<file path="config.mk">
export PLATFORM = sky130hd
export DESIGN_NAME = asl8_seq_flat
export DESIGN_NICKNAME = d
export VERILOG_FILES = /design/src/rtl/asl8_seq_pkg.sv /design/src/rtl/asl8_seq_if.sv /design/src/rtl/asl8_seq_shamt_dcnt.sv /design/src/rtl/asl8_seq.sv /design/src/flat_wrapper.sv
export SDC_FILE = /design/constraint.sdc
export NUM_CORES = 1
export LEC_CHECK = 0
export BUFFER_PORTS_ARGS = -buffer_cell sky130_fd_sc_hd__buf_2
export CELL_PAD_IN_SITES_DETAIL_PLACEMENT = 0
export CELL_PAD_IN_SITES_GLOBAL_PLACEMENT = 1
export CORE_MARGIN = 4
export CORE_UTILIZATION = 32
export DETAILED_ROUTE_END_ITERATION = 7
export GPL_TIMING_DRIVEN = 0
export PLACE_DENSITY_LB_ADDON = 0.1
export SYNTH_ARGS = -nofsm -noshare
export SYNTH_HDL_FRONTEND = slang
export SYNTH_SLANG_ARGS = --single-unit
</file>
<file path="constraint.sdc">
create_clock -name clk -period 1.4 [get_ports clk]
set_input_delay 0.28 -clock clk [delete_from_list [all_inputs] [get_ports clk]]
set_output_delay 0.28 -clock clk [all_outputs]
set_load 0.1 [all_outputs]
</file>
<file path="src/rtl/asl8_seq_pkg.sv">
// Shared definitions for the sequential arithmetic shift-left unit:
// FSM state encoding and default datapath widths.
package asl8_seq_pkg;

  localparam int WIDTH_DEF   = 8;
  localparam int SHAMT_W_DEF = 3;

  localparam logic [1:0] ST_IDLE  = 2'b00;
  localparam logic [1:0] ST_SHIFT = 2'b01;
  localparam logic [1:0] ST_DONE  = 2'b10;

endpackage

</file>
<file path="src/rtl/asl8_seq_if.sv">
// Start/busy/done handshake bundle between a requester and asl8_seq.
interface asl8_seq_if #(
  parameter int WIDTH   = 8,
  parameter int SHAMT_W = 3
) ();

  logic               start;
  logic [WIDTH-1:0]   d_in;
  logic [SHAMT_W-1:0] shamt;
  logic [WIDTH-1:0]   d_out;
  logic               busy;
  logic               done;
  logic               ovf;

  modport master (output start, d_in, shamt, input d_out, busy, done, ovf);
  modport slave  (input start, d_in, shamt, output d_out, busy, done, ovf);

endinterface

</file>
<file path="src/rtl/asl8_seq_shamt_dcnt.sv">
// Loadable down-counter with an is_one flag; load has priority over dec
// and dec saturates at zero so the count can never wrap.
module shamt_dcnt #(
  parameter int W = 3
) (
  input  logic         clk,
  input  logic         reset_n,
  input  logic         load,
  input  logic         dec,
  input  logic [W-1:0] load_val,
  output logic [W-1:0] cnt,
  output logic         is_one
);

  always_ff @(posedge clk or negedge reset_n) begin
    if (!reset_n)                  cnt <= '0;
    else if (load)                 cnt <= load_val;
    else if (dec && (cnt != '0))   cnt <= cnt - W'(1);
  end

  assign is_one = (cnt == W'(1));

endmodule

</file>
<file path="src/rtl/asl8_seq.sv">
// Multi-cycle arithmetic shift-left: one bit per clock, signed overflow is
// accumulated from every pre-shift sign/next-bit pair.
module asl8_seq
  import asl8_seq_pkg::*;
#(
  parameter int WIDTH   = WIDTH_DEF,
  parameter int SHAMT_W = SHAMT_W_DEF
) (
  input  logic        clk,
  input  logic        reset_n,
  asl8_seq_if.slave   bus
);

  logic [1:0]         state;
  logic [WIDTH-1:0]   sh_reg;
  logic               ovf_r;
  logic [SHAMT_W-1:0] cnt;
  logic               cnt_is_one;
  logic               accept;
  logic               in_shift;

  assign in_shift = (state == ST_SHIFT);
  // DONE counts as not busy, so a new op can chain directly off the pulse
  assign accept   = bus.start && !in_shift;

  shamt_dcnt #(.W(SHAMT_W)) u_dcnt (
    .clk      (clk),
    .reset_n  (reset_n),
    .load     (accept),
    .dec      (in_shift),
    .load_val (bus.shamt),
    .cnt      (cnt),
    .is_one   (cnt_is_one)
  );

  always_ff @(posedge clk or negedge reset_n) begin
    if (!reset_n) begin
      state  <= ST_IDLE;
      sh_reg <= '0;
      ovf_r  <= 1'b0;
    end else if (accept) begin
      sh_reg <= bus.d_in;
      ovf_r  <= 1'b0;
      state  <= (bus.shamt == '0) ? ST_DONE : ST_SHIFT;
    end else if (in_shift) begin
      ovf_r  <= ovf_r | (sh_reg[WIDTH-1] ^ sh_reg[WIDTH-2]);
      sh_reg <= {sh_reg[WIDTH-2:0], 1'b0};
      // cnt is never zero here: SHIFT is only entered with a nonzero load
      state  <= (cnt_is_one || (cnt == '0)) ? ST_DONE : ST_SHIFT;
    end else begin
      state  <= ST_IDLE;
    end
  end

  assign bus.d_out = sh_reg;
  assign bus.ovf   = ovf_r;
  assign bus.busy  = in_shift;
  assign bus.done  = (state == ST_DONE);

endmodule

</file>
<file path="src/flat_wrapper.sv">
// flat-port wrapper written by rule: the top's interface ports become plain ports
module asl8_seq_flat import asl8_seq_pkg::*;
#(
  parameter int WIDTH   = WIDTH_DEF,
  parameter int SHAMT_W = SHAMT_W_DEF
)
  (clk, reset_n, bus_start, bus_d_in, bus_shamt, bus_d_out, bus_busy, bus_done, bus_ovf);
  asl8_seq_if #(.WIDTH(WIDTH), .SHAMT_W(SHAMT_W)) bus_i ();
  input  logic clk;
  input  logic reset_n;
  input wire logic [$bits(bus_i.start)-1:0] bus_start;
  input wire logic [$bits(bus_i.d_in)-1:0] bus_d_in;
  input wire logic [$bits(bus_i.shamt)-1:0] bus_shamt;
  output wire logic [$bits(bus_i.d_out)-1:0] bus_d_out;
  output wire logic [$bits(bus_i.busy)-1:0] bus_busy;
  output wire logic [$bits(bus_i.done)-1:0] bus_done;
  output wire logic [$bits(bus_i.ovf)-1:0] bus_ovf;
  assign bus_i.start = bus_start;
  assign bus_i.d_in = bus_d_in;
  assign bus_i.shamt = bus_shamt;
  assign bus_d_out = bus_i.d_out;
  assign bus_busy = bus_i.busy;
  assign bus_done = bus_i.done;
  assign bus_ovf = bus_i.ovf;
  asl8_seq #(.WIDTH(WIDTH), .SHAMT_W(SHAMT_W)) u_core (.clk(clk), .reset_n(reset_n), .bus(bus_i));
endmodule
</file>
==> impl_metrics.ini <==
[status]
status = finished, violations left
violations = setup timing

[floorplan]
num_rows = 17
core_area_mm2 = 0.00221
die-area_mm2 = 0.00315
die_width_um = 56.2
die_height_um = 56.2
floorplan.io_pins = 25
initial_utilization_pct = 33.5

[worst_setup_path]
critical_path.top_delay_family = flip-flops
rr_worst_depth = 5
regToRegSetupSlack_ns = -0.03
critical_path_cell_count = 5
worstReg2RegStart = u_core.state[1]$_DFF_PN0_
timing.setup.critical_path_class = flip-flop to flip-flop
critPathRequiredTime_ns = 1.56
critical_path.reg2reg.endpoint = u_core.u_dcnt.cnt[1]$_DFFE_PN0P_
crit_path_end_kind = flip-flop
arrival_ns = 1.60
critical_path.max_fanout = 3
max_stage_delay_ns = 0.38
worstSetupEndpoint = u_core.u_dcnt.cnt[1]$_DFFE_PN0P_
crit_path_cell_trace = nand2b_4 > inv_4 > buf_4 > mux2_4 > a221o_1
cp.buffers_inverters = 2
timing.critical_path.from_type = flip-flop
critPathSlowestCell = dfrtp_1
critPathLaunch = u_core.state[1]$_DFF_PN0_

[finish]
syn2layout_area_growth_pct = 44.0
final_net_count = 123
most-common-layout-cells = buf_2 (15), dfrtp_1 (14), mux2i_1 (9), buf_4 (9), clkbuf_4 (8)
utilization_pct = 48.3
layout_commonest_cell = buf_2
finish.instance_area_mm2 = 0.00107
diodes_inserted = 0
ratio_of_cells_with_drive_above_1_in_the_final_layout_pct = 44.8
filler_free_cell_count_of_the_finished_design = 133

[timing]
max_slew_margin_pct = 68.0
drv_slew = 0
finalHoldViolations = 0
setup_total_negative_slack_ns = -0.0574
worst_slew_pin_slew_ns = 0.484
max_freq_ghz = 0.698
setup_repair_after_global_routing_missed_its_margin = yes
clock_skew_after_layout_ns = 0.00269
post-route-period-util_pct = 102
finalWorstSetupSlack_ns = -0.0330
finalSetupViolations = 2
final.min_clock_period_ns = 1.43

[logic_synthesis]
synth_sequential_area_ratio_pct = 47.2
muxShareOfSynthArea_pct = 14.2
syn-cell-area_um2 = 742
ys_warn_count = 0
synth_compound_gate_area_share_pct = 12.8
synth_area_in_xor_xnor_pct = 1.18
synth.net_count = 87
ys_dominant_reg_cell = dfrtp_1
average_cell_area_after_synthesis_um2 = 10.6
ys_ff_latch = 14
async_s_r_ff_share_synth_pct = 100
synth.distinct_cells = 24
dominant_combinational_cell_family_by_area_after_synthesis = multiplexers
synthCells = 70
synth-edff-count = 0
share_of_synthesized_cell_area_in_and_or_nand_and_nor_gates_pct = 13.5
synth-adder-area-share_pct = 5.06

[route]
drt-pass1-iter-count = 4
drt-vias-per-instance = 4.83
ant_nets = 0
postRouteWirelength_um = 1690
drc_marker_count_from_the_first_detailed_route_iteration = 10
routedWlPerCell_um = 12.7
vias = 642
drt_drc_violations_left = 0

[place]
postPlaceCellArea_um2 = 902
dp_hpwl_um = 1190
gp_congestion = 0.682
post-place-cells = 121
placement.io_buffers = 23

[global_route]
wire_length_of_the_first_global_routing_pass_um = 2760
globalRouteTotalUtil_pct = 11.2
pin_count_of_the_biggest_net_entering_global_routing = 15
via_count_of_the_first_global_routing_pass = 620
globalRoute.totalOverflow = 0
antenna_found_initial = 0

[clocking]
cts_clk_pin_slew_worst_paths_ns = 0.09
clk_root_buffer_cell = clkbuf_4
clock-sinks = 14
cts_made_buffers = 3
clkLatencyLatePin_ns = 0.27
cts_buffer_depth = 2
ctsHtreeMaxLevel = 1
cts_tree = done

[hold_path]
hold_path.class = primary input to flip-flop
min-delay-start = bus_d_in[0]

[run]
cap_viol_max_count = 0
registers in the layout (all words and copies together), names as in the netlist:
| signal | cells |
|---|---|
| u_core.u_dcnt.cnt | 3 |
| u_core.bus.ovf | 1 |
| u_core.state | 2 |
| u_core.bus.d_out | 8 |
cells in the mapped netlist, types with 2 or more instances:
| cell | instances | area, um2 |
|---|---|---|
| dfrtp_1 | 14 | 350 |
| mux2i_1 | 9 | 90.1 |
| nand2_1 | 7 | 26.3 |
| o21ai_0 | 7 | 35.0 |
| nor2_1 | 5 | 18.8 |
| nor3_1 | 4 | 20.0 |
| ha_1 | 3 | 37.5 |
| inv_1 | 3 | 11.3 |
| a221o_1 | 2 | 20.0 |
| nor2b_1 | 2 | 12.5 |
area by class of cell:
| cell class | count | area [um2] |
|---|---|---|
| timing repair buffer | 32 | 230 |
| sequential | 14 | 350 |
| clock buffer | 4 | 36.3 |
| fill | 236 | 1140 |
| inverter | 5 | 21.3 |
| tap | 28 | 35.0 |
| multi-input combinational | 48 | 369 |
| buffer | 2 | 26.3 |
how the worst min path moves through the flow:
stage / to / slack (ns) / cells after the start
2_1_floorplan: u_core.bus.d_out[0]$_DFFE_PN0P_ / -0.02 / 0
6_report: u_core.bus.d_out[0]$_DFFE_PN0P_ / 0.24 / 3
3_3_place_gp: u_core.u_dcnt.cnt[1]$_DFFE_PN0P_ / 0.20 / 1
4_1_cts: u_core.bus.d_out[0]$_DFFE_PN0P_ / 0.23 / 3
3_5_place_dp: u_core.u_dcnt.cnt[1]$_DFFE_PN0P_ / 0.20 / 1
5_1_grt: u_core.bus.d_out[0]$_DFFE_PN0P_ / 0.25 / 3
metal layers:
metal / share of wire (%) / GRT usage (%) / vias up
li1: - / - / 312
met1: 46 / 14.7 / 311
met2: 48 / 17.4 / 17
met3: 5.4 / 2.55 / 2
met4: 1.1 / 5.08 / 0
met5: 0 / 0 / -
metrics by stage:
stage,hold WS (ns),worst slack (ns)
finish,0.243,-0.0330
global route,0.250,-0.0783
CTS,0.233,-0.134
detailed placement,0.200,-0.364
global placement,0.199,-0.359
floorplan,-0.0156,0.0130
what timing repair did:
action / CTS / global route
endpoints found under the hold margin: 14 / 0
setup endpoints to repair: 4 / 9
resized for setup: 13 / 9
setup buffers: 8 / 0
pin swaps: 0 / 0
hold buffers: 1 / 0
tightest hold or removal path, delay by kind of cell:
| kind | cells | cell delay [ns] |
|---|---|---|
| and+or+nand+nor | 1 | 0.08 |
| muxes | 1 | 0.05 |
| buffers and inverters | 1 | 0.07 |
logic make-up after synthesis:
| logic type | Yosys count |
|---|---|
| simple gates | 20 |
| compound gates | 14 |
| flops | 14 |
| mux | 10 |
| buf+inv | 8 |
| fa+ha+maj | 3 |
| xor+xnor | 1 |
Power is left out: the tool's default activity adds up to more than one toggle a clock period on the data nets, which glitch-free logic cannot reach.
